`config.mk`:
```
export PLATFORM = sky130hd
export DESIGN_NAME = logic_axi4_stream_split_routed_top
export DESIGN_NICKNAME = d
export VERILOG_FILES = /design/src/rtl/logic_axi4_stream_split_routed_top.sv
export SDC_FILE = /design/constraint.sdc
export NUM_CORES = 1
export LEC_CHECK = 0
export ABC_AREA = 1
export ABC_CLOCK_PERIOD_IN_PS = 2310
export CAP_MARGIN = 20
export CORE_ASPECT_RATIO = 0.6
export CORE_MARGIN = 5
export CORE_UTILIZATION = 35
export CTS_BUF_LIST = sky130_fd_sc_hd__clkbuf_4 sky130_fd_sc_hd__clkbuf_8
export DETAILED_ROUTE_END_ITERATION = 8
export GPL_ROUTABILITY_DRIVEN = 0
export PLACE_DENSITY = 0.8
export SKIP_LAST_GASP = 1
export SLEW_MARGIN = 20
export SYNTH_ARGS = -nofsm -noshare
export SYNTH_HDL_FRONTEND = slang
export SYNTH_SLANG_ARGS = --single-unit
export TNS_END_PERCENT = 5
```
`constraint.sdc`:
```
create_clock -name aclk -period 2.31 [get_ports aclk]
set_input_delay 0.693 -clock aclk [delete_from_list [all_inputs] [get_ports aclk]]
set_output_delay 0.693 -clock aclk [all_outputs]
set_load 0.01 [all_outputs]
```
`src/rtl/logic_axi4_stream_split_routed_top.sv`:
```
`default_nettype none
// ============================================================================
// Module   : logic_axi4_stream_split_routed_top
// Purpose  : Registered AXI4-Stream 1-to-N splitter. It can broadcast each
//            beat to every output (MODE=0) or route each beat by tdest
//            (MODE=1). Routing can be packet-atomic. A saturating counter
//            records beats dropped for an out-of-range destination.
// Ports    : aclk/areset         - clock, synchronous active-high reset
//            rx_*                - single AXI4-Stream slave
//            tx_*                - OUTPUTS flattened AXI4-Stream masters that
//                                  share one registered payload
//            drop_count          - beats discarded for invalid tdest
// Revision : 1.0 - initial release
// ============================================================================
module logic_axi4_stream_split_routed_top #(
  parameter int OUTPUTS     = 4,
  parameter int TDATA_BYTES = 4,
  parameter int TDEST_WIDTH = 2,
  parameter int TUSER_WIDTH = 1,
  parameter int TID_WIDTH   = 1,
  parameter bit USE_TLAST   = 1'b1,
  parameter bit USE_TKEEP   = 1'b1,
  parameter bit USE_TSTRB   = 1'b1,
  parameter bit MODE        = 1'b0,
  parameter bit PACKET_LOCK = 1'b1
) (
  input  logic                               aclk,
  input  logic                               areset,
  input  logic                               rx_tvalid,
  input  logic                               rx_tlast,
  input  logic [TDATA_BYTES*8-1:0]           rx_tdata,
  input  logic [TDATA_BYTES-1:0]             rx_tstrb,
  input  logic [TDATA_BYTES-1:0]             rx_tkeep,
  input  logic [TDEST_WIDTH-1:0]             rx_tdest,
  input  logic [TUSER_WIDTH-1:0]             rx_tuser,
  input  logic [TID_WIDTH-1:0]               rx_tid,
  output logic                               rx_tready,
  output logic [OUTPUTS-1:0]                 tx_tvalid,
  output logic [OUTPUTS-1:0]                 tx_tlast,
  output logic [OUTPUTS*TDATA_BYTES*8-1:0]   tx_tdata,
  output logic [OUTPUTS*TDATA_BYTES-1:0]     tx_tstrb,
  output logic [OUTPUTS*TDATA_BYTES-1:0]     tx_tkeep,
  output logic [OUTPUTS*TDEST_WIDTH-1:0]     tx_tdest,
  output logic [OUTPUTS*TUSER_WIDTH-1:0]     tx_tuser,
  output logic [OUTPUTS*TID_WIDTH-1:0]       tx_tid,
  input  logic [OUTPUTS-1:0]                 tx_tready,
  output logic [15:0]                        drop_count
);

  localparam int         c_data_w    = TDATA_BYTES * 8;
  localparam logic [0:0] c_st_idle   = 1'b0;
  localparam logic [0:0] c_st_locked = 1'b1;

  // Holding register
  logic                    full_q, full_d;
  logic [OUTPUTS-1:0]      pending_q, pending_d;
  logic [c_data_w-1:0]     data_q;
  logic [TDATA_BYTES-1:0]  strb_q, keep_q;
  logic [TDEST_WIDTH-1:0]  dest_q;
  logic [TUSER_WIDTH-1:0]  user_q;
  logic [TID_WIDTH-1:0]    id_q;
  logic                    last_q;

  // Routing state and drop counter
  logic [0:0]              state_q, state_d;
  logic [TDEST_WIDTH-1:0]  dst_q, dst_d;
  logic [15:0]             drop_count_q, drop_count_d;

  logic                    w_last_eff;
  logic [TDATA_BYTES-1:0]  w_keep_eff, w_strb_eff;
  logic [TDEST_WIDTH-1:0]  w_sel;
  logic                    w_sel_oob;
  logic                    w_drop;
  logic                    w_rx_hs;
  logic                    w_load;
  logic                    w_release;
  logic                    w_rx_ready;
  logic [OUTPUTS-1:0]      w_tx_valid;
  logic [OUTPUTS-1:0]      w_tx_hs;
  logic [OUTPUTS-1:0]      w_onehot;

  // Optional sideband fields collapse to their AXI defaults when disabled.
  assign w_last_eff = USE_TLAST ? rx_tlast : 1'b1;
  assign w_keep_eff = USE_TKEEP ? rx_tkeep : {TDATA_BYTES{1'b1}};
  assign w_strb_eff = USE_TSTRB ? rx_tstrb : w_keep_eff;

  // Inside a locked packet the latched destination wins over the live tdest.
  assign w_sel     = (PACKET_LOCK && (state_q == c_st_locked)) ? dst_q : rx_tdest;
  assign w_sel_oob = (32'(w_sel) >= 32'(OUTPUTS));
  assign w_drop    = MODE && w_sel_oob;
  assign w_onehot  = {{(OUTPUTS-1){1'b0}}, 1'b1} << w_sel;

  // Valid is gated by reset so a held beat is never shown while resetting.
  assign w_tx_valid = {OUTPUTS{full_q & ~areset}} & pending_q;
  assign w_tx_hs    = w_tx_valid & tx_tready;
  assign w_release  = full_q && ((pending_q & ~w_tx_hs) == '0);
  assign w_rx_ready = ~areset & (~full_q | w_release);
  assign w_rx_hs    = rx_tvalid & w_rx_ready;
  assign w_load     = w_rx_hs & ~w_drop;

  always_comb begin
    full_d    = full_q & ~w_release;
    pending_d = pending_q & ~w_tx_hs;
    if (w_load) begin
      full_d    = 1'b1;
      pending_d = MODE ? w_onehot : {OUTPUTS{1'b1}};
    end
  end

  // Packet tracking runs on every accepted beat, dropped ones included, so a
  // packet to an invalid destination is discarded in its entirety.
  always_comb begin
    state_d = state_q;
    dst_d   = dst_q;
    if (w_rx_hs) begin
      if (state_q == c_st_idle) begin
        if (!w_last_eff) begin
          state_d = c_st_locked;
          dst_d   = rx_tdest;
        end
      end else if (w_last_eff) begin
        state_d = c_st_idle;
      end
    end
  end

  always_comb begin
    drop_count_d = drop_count_q;
    if (w_rx_hs && w_drop && (drop_count_q != 16'hFFFF)) begin
      drop_count_d = drop_count_q + 16'd1;
    end
  end

  always_ff @(posedge aclk) begin
    if (areset) begin
      full_q       <= 1'b0;
      pending_q    <= '0;
      data_q       <= '0;
      strb_q       <= '0;
      keep_q       <= '0;
      dest_q       <= '0;
      user_q       <= '0;
      id_q         <= '0;
      last_q       <= 1'b0;
      state_q      <= c_st_idle;
      dst_q        <= '0;
      drop_count_q <= '0;
    end else begin
      full_q       <= full_d;
      pending_q    <= pending_d;
      state_q      <= state_d;
      dst_q        <= dst_d;
      drop_count_q <= drop_count_d;
      if (w_load) begin
        data_q <= rx_tdata;
        strb_q <= w_strb_eff;
        keep_q <= w_keep_eff;
        dest_q <= rx_tdest;
        user_q <= rx_tuser;
        id_q   <= rx_tid;
        last_q <= w_last_eff;
      end
    end
  end

  assign rx_tready  = w_rx_ready;
  assign tx_tvalid  = w_tx_valid;
  assign drop_count = drop_count_q;

  generate
    for (genvar k = 0; k < OUTPUTS; k++) begin : g_tx
      assign tx_tlast[k]                               = last_q;
      assign tx_tdata[k*c_data_w +: c_data_w]          = data_q;
      assign tx_tstrb[k*TDATA_BYTES +: TDATA_BYTES]    = strb_q;
      assign tx_tkeep[k*TDATA_BYTES +: TDATA_BYTES]    = keep_q;
      assign tx_tdest[k*TDEST_WIDTH +: TDEST_WIDTH]    = dest_q;
      assign tx_tuser[k*TUSER_WIDTH +: TUSER_WIDTH]    = user_q;
      assign tx_tid[k*TID_WIDTH +: TID_WIDTH]          = id_q;
    end
  endgenerate

endmodule
`default_nettype wire

```
==> results.cfg, run 1 <==
[outcome]
status = finished with violations
violations = negative setup slack

[clocking]
root_buffer = clkbuf_8
cts_htree_levels = 2
cts-buffers-inserted = 5
clk-insertion-delay-late_ns = 0.30
cts_tree = done
clockBufferDepth = 2
clock-sinks = 50
cts.hold.buffers_added = 0
clkTransAtPathRegs_ns = 0.10

[logic_synthesis]
yosys_warnings = 0
syn_area_per_cell_um2 = 6.960
synth_seq_area_share_pct = 29.65
synth.top_cell.area_share_pct = 35.14
synthArstFlopShare_pct = 0
ys_seq_elements = 50
synth.distinct_cells = 18
ys.flop_type = dfxtp_1
syn-cell-area_um2 = 3376
yosys-top-cells-area = buf_4 35%, dfxtp_1 30%, nand2_1 11%, nand4_1 8.3%, inv_1 5.6%
synthTopCellsByCount = 158 x buf_4, 97 x nand2_1, 50 x dfxtp_1, 50 x inv_1, 49 x nor2_1
synth_most_common_cell = buf_4
synth_edf_count = 0
syn_inst = 485
yosys.area.top_type = buf_4

[place]
dpl.cell_count = 698
dp_slack_ns = -0.6557
port_buffers = 236
dp_hpwl_um = 7524

[detailed_routing]
top_layer = met4
antenna_left = 0
drt-vias-per-instance = 4.289
drt_iter0_markers = 113
drt-pass1-iter-count = 5
vias = 3084
dr_wl_met3_um = 962
wl_per_cell_um = 14.49
route.detailed.drc = 0
drt_wl_total_um = 10420
wl_met1_um = 4224
dr_wl_met2_um = 5073

[power]
power_leakage_nw = 2.149
clkPwrFrac_pct = 23.1
vdd_ir_drop_max_mv = 0.2268
pwr-share-comb_pct = 39.3
switching_share_pct = 31.20
total_power_mw = 2.737
switchingPower_mw = 0.8541
cellPowerDensity_nw_per_um2 = 543.9
pwr-share-seq_pct = 37.7
p_int_mw = 1.883

[setup_path]
cp.depth = 7
cp.arrival_ns = 1.83
crit_slowest_cell = clkdlybuf4s50_1
path_delay_family = buffers and inverters
reg2reg_depth = 15
worstPathMaxFanout = 2
worst_path_largest_cell_delay_ns = 0.46
worstPathRequired_ns = 1.62
cp_common_cell = nand2_2
start_kind = input port
critPathCaptureType = primary output
path_cells = clkdlybuf4s50_1 > nand3_1 > nand2_2 > nand2_2 > o21ai_4 > and2_1 > buf_2
cp_num_buf_inv = 2
path_class = input port to primary output

[hold_path]
hold_depth = 2
hold_path_class = flop to flop

[grt]
grt_first_pass_wirelength_um = 15790
antenna_found_initial = 0
grt_use_total_pct = 16.47
grt_pass1_vias = 3159
grt_overflow = 0
grt_max_degree = 51

[die]
io_pins = 253
die_height_um = 86.07
die_x_um = 136.8
floorplan.initialDensity_pct = 36.34
die-area_um2 = 11770
coreArea_um2 = 9290
fp-row-count = 27

[timing]
setup_viol = 4
finalClockSkew_ns = 0.004694
finalHoldViolations = 0
period_share_pct = 109.0
drv_slew = 0
fin_ws_ns = -0.2083
hold_slack_ns = 0.5330
relSlewSlack_pct = 65.00
fmax_mhz = 397.1
worstMarginPinSlew_ns = 0.5250
period_needed_ns = 2.518
rsz0062_at_grt = yes

[layout]
multi_input_area_um2 = 974.7
fin_util_pct = 54.17
layout-drive-gt1-share_pct = 7.131
antennaDiodeCount = 0
stdcell_count = 719
nets = 640
seq_area_um2 = 1001
area_delta_synth_final_pct = 49.07
fillers = 814

[job]
maxCapViolCount = 0
==> state kept, by name, indices dropped and copies added, names as in the netlist <==
name / cells
dest_q: 2
user_q: 1
strb_q: 4
last_q: 1
full_q: 1
keep_q: 4
data_q: 32
id_q: 1
pending_q: 4
==> worst paths after layout <==
| kind | from | endpoint | slack [ns] |
|---|---|---|---|
| worst max register to register | full_q | pending_q[3] | 0.08 |
| worst min register to register | pending_q[1] | pending_q[1] | 0.53 |
| worst max-delay path | tx_tready[2] | rx_tready | -0.21 |
| worst min-delay path | pending_q[1] | pending_q[1] | 0.53 |
==> what timing repair did <==
item | 4_1_cts | 5_1_grt
cloned | 0 | 1
gates resized for setup | 8 | 8
hold endpoints to repair | 0 | 0
setup endpoints to repair | 52 | 54
pin swaps | 3 | 0
setup buffers | 12 | 0
==> stage by stage <==
step / instance area (um^2) / TNS [ns]
floorplan: 3432 / 0
global placement: 4777 / -18.54
detailed placement: 4777 / -20.28
CTS: 4979 / -5.303
global route: 5032 / -1.007
finish: 5032 / -0.6935
==> area by class of cell <==
class	count	area share [%]
clock buffers	5	1.367
clock inverters	3	0.8951
inverters	51	3.804
multi-input cells	219	19.37
flip-flops and latches	50	19.89
well taps	130	3.232
repair buffers	261	51.44
==> metal layers <==
layer	global-route usage, %	vias up
met5	0	-
li1	-	1524
met2	29.00	157
met4	5.525	0
met1	19.02	1388
met3	5.158	15
==> placed cells by master, fill, tap and decap left out, drive strengths merged <==
master,netlist,final
bufinv,0,1
nand3,5,5
inv,51,51
buf,162,27
and2,1,1
dlymetal6s2s,0,1
clkbuf,18,6
dlygate4sd2,0,2
nor2,49,49
conb,1,16
a21oi,1,1
o21ai,5,5
nand2,97,97
clkinvlp,0,2
clkdlybuf4s50,0,230
dfxtp,50,50
nand4,45,45
==> cells by family after synthesis <==
group                  after synthesis  share of synthesized area, %
AO/OA/AOI/OAI                        6                         1.001
buffers and inverters              231                         43.59
flip-flops                          50                         29.65
other                                1                        0.1111
AND/OR/NAND/NOR                    197                         25.65
==> power groups by stage <==
| stage | Clock, mW | Sequential, mW | Combinational [mW] |
|---|---|---|---|
| after floorplan | 0 | 1.06 | 0.604 |
| after global placement | 0 | 1.04 | 1.00 |
| after detailed placement | 0 | 1.05 | 1.01 |
| after CTS | 0.653 | 1.03 | 1.05 |
| after global routing | 0.695 | 1.05 | 1.14 |
| final | 0.632 | 1.03 | 1.07 |
==> tightest hold or removal path: stages (launching register included) <==
cell and delay (ns):
dfxtp_1 0.33, nand2_1 0.09, o21ai_0 0.07
Note: power is estimated with default switching activity, not from simulation.
==> run 2: changes to the inputs <==
--- a/config.mk
+++ b/config.mk
@@ -7,13 +7,13 @@
 export LEC_CHECK = 0
 export ABC_AREA = 1
 export ABC_CLOCK_PERIOD_IN_PS = 2310
-export CAP_MARGIN = 20
 export CORE_ASPECT_RATIO = 0.6
 export CORE_MARGIN = 5
 export CORE_UTILIZATION = 35
 export CTS_BUF_LIST = sky130_fd_sc_hd__clkbuf_4 sky130_fd_sc_hd__clkbuf_8
 export DETAILED_ROUTE_END_ITERATION = 8
 export GPL_ROUTABILITY_DRIVEN = 0
+export HOLD_SLACK_MARGIN = 0.05
 export PLACE_DENSITY = 0.8
 export SKIP_LAST_GASP = 1
 export SLEW_MARGIN = 20
==> results of run 2 <==
No change in the layout: final DEF, timing and power equal those of run 1.
==> run 3: changes to the inputs <==
--- a/config.mk
+++ b/config.mk
@@ -6,15 +6,16 @@
 export NUM_CORES = 1
 export LEC_CHECK = 0
 export ABC_AREA = 1
-export ABC_CLOCK_PERIOD_IN_PS = 2310
+export ABC_CLOCK_PERIOD_IN_PS = 3100
 export CORE_ASPECT_RATIO = 0.6
 export CORE_MARGIN = 5
-export CORE_UTILIZATION = 35
+export CORE_UTILIZATION = 38
 export CTS_BUF_LIST = sky130_fd_sc_hd__clkbuf_4 sky130_fd_sc_hd__clkbuf_8
 export DETAILED_ROUTE_END_ITERATION = 8
 export GPL_ROUTABILITY_DRIVEN = 0
+export GPL_TIMING_DRIVEN = 1
 export HOLD_SLACK_MARGIN = 0.05
-export PLACE_DENSITY = 0.8
+export PLACE_DENSITY = 0.86
 export SKIP_LAST_GASP = 1
 export SLEW_MARGIN = 20
 export SYNTH_ARGS = -nofsm -noshare
==> constraint.sdc (replaced) <==
create_clock -name aclk -period 3.1 [get_ports aclk]
set_input_delay 0.93 -clock aclk [delete_from_list [all_inputs] [get_ports aclk]]
set_output_delay 0.93 -clock aclk [all_outputs]
set_load 0.01 [all_outputs]
==> run 3 against run 2 <==
Compared with the run above: core utilization rose by 1.8 points; count of clock-buffer cells in the layout rose by 1; the flow now finishes without violations; cell area fell by 4.4%; clock skew fell by 0.0012 ns; sequential power fell by 26%; worst hold slack improved by 0.0085 ns.
==> results.cfg, run 3 (same netlist as run 1, synthesis figures left out) <==
[outcome]
status = completed

[clocking]
clkTransAtPathRegs_ns = 0.08
root_buffer = clkbuf_8
postCtsSetupBuffers = 0
clk-insertion-delay-late_ns = 0.29
clockBufferDepth = 2
cts.hold.buffers_added = 0
cts-buffers-inserted = 5
cts_tree = done
cts_htree_levels = 2
clock-sinks = 50

[layout]
design_area_um2 = 4811
fillers = 764
antennaDiodeCount = 0
multi_input_area_um2 = 969.7
layout-drive-gt1-share_pct = 3.684
mostFrequentLayoutCell = clkdlybuf4s50_1
largest_register_ffs = 32
area_delta_synth_final_pct = 42.51
nets = 623
seq_area_um2 = 1001
top_register = data_q
layout_common_cells = 232 x clkdlybuf4s50_1, 96 x nand2_1, 50 x inv_1, 50 x dfxtp_1, 49 x nor2_1

[grt]
grt_overflow = 0
antenna_found_initial = 0
grt_use_total_pct = 17.11
grt_max_degree = 51
grt_first_pass_wirelength_um = 15770
grt_pass1_vias = 3021

[setup_path]
crit_slowest_cell = clkdlybuf4s50_1
critPathCaptureType = primary output
worstPathRequired_ns = 2.17
path_class = input port to primary output
crit_end = tx_tvalid[1]
cp.arrival_ns = 2.11
path_delay_family = buffers and inverters
worst_path_largest_cell_delay_ns = 0.55
rr_endpoint = strb_q[2]
path_cells = buf_2 > inv_2 > buf_6 > nand2_1 > nor2_1 > clkdlybuf4s50_1
cp_num_buf_inv = 4
cp.depth = 6
reg2reg_depth = 9
r2r_slack_ns = 1.03
crit_start = areset
r2r-start = full_q
start_kind = input port
worstPathMaxFanout = 14

[die]
io_pins = 253
floorplan.initialDensity_pct = 39.31
die_x_um = 131.7
fp-row-count = 26
die_height_um = 83.01
die-area_um2 = 10930
coreArea_um2 = 8588

[timing]
hold_slack_ns = 0.5415
finalHoldViolations = 0
fmax_mhz = 329.2
period_needed_ns = 3.038
setup_viol = 0
relSlewSlack_pct = 63.35
rsz0062_at_grt = yes
period_share_pct = 98.00
worstMarginPinSlew_ns = 0.5498
finalClockSkew_ns = 0.003499
drv_slew = 0

[job]
maxCapViolCount = 0

[power]
vdd_ir_drop_max_mv = 0.2004
total_power_mw = 1.881
cellPowerDensity_nw_per_um2 = 390.9
power_leakage_nw = 2.042

[hold_path]
hold_path_class = flop to flop
min_from = pending_q[0]

[detailed_routing]
wl_per_cell_um = 14.25
vias = 3023
drt-pass1-iter-count = 4
antenna_left = 0
drt_wl_total_um = 9719
drt_iter0_markers = 117
drt-vias-per-instance = 4.433
route.detailed.drc = 0

[place]
dp_hpwl_um = 7297
port_buffers = 236
postPlaceCellArea_um2 = 4725
[run 3: cell types whose count changed in the layout (fill, tap and decap cells not counted), moves of 2 or more]
cell             delta
buf_4              -15
dlygate4sd2_1       -2
nand2_1             +2
clkdlybuf4s50_1     +2
clkinvlp_4          -2
nand2_2             -2
[run 3: metrics by stage]
step	worst slack (ns)	utilization, %	std cells	setup TNS [ns]
CTS	0.03289	55.94	682	0
finish	0.06200	56.02	682	0
detailed placement	-0.3567	55.01	676	-0.3567
floorplan	0.3216	-	500	0
global route	-0.003108	56.02	682	-0.003108
global placement	-0.3427	55.01	676	-0.3427
[run 3: report_power, final]
part,internal [mW],switching [mW]
Clock,0.172,0.197
Sequential,0.700,0.0679
Combinational,0.425,0.319
[run 3: how the worst min path moves through the flow]
stage	end	cells after the start	slack [ns]
after floorplan	pending_q[3]	2	0.46
after global placement	pending_q[1]	2	0.48
after detailed placement	pending_q[1]	2	0.51
after CTS	pending_q[1]	2	0.54
after global routing	pending_q[0]	2	0.58
final	pending_q[0]	2	0.54
[run 3: what timing repair did]
item	4_1_cts	5_1_grt
setup endpoints to repair	1	4
gates resized for setup	5	2
cloned	0	0
pin swaps	1	0
[run 3: worst register-to-register path: cells and delay by family, from the launching register on]
kind,cells,cell delay [ns]
buf+inv,2,0.67
simple gates,6,0.64
compound gates,1,0.16
flops,1,0.50
[run 3: layout make-up]
cell class,instances,share of cell area [%]
inverters,51,3.979
repair buffers,244,50.43
multi-input cells,219,20.16
flip-flops and latches,50,20.81
clock buffers,6,1.717
well taps,112,2.913
[run 3: layer usage]
layer / vias up / GRT usage [%] / part of all wire (%)
li1: 1481 / - / -
met1: 1372 / 19.35 / 40
met2: 160 / 31.26 / 51
met3: 10 / 5.616 / 8.0
met4: 0 / 3.922 / 0.88
met5: - / 0 / 0
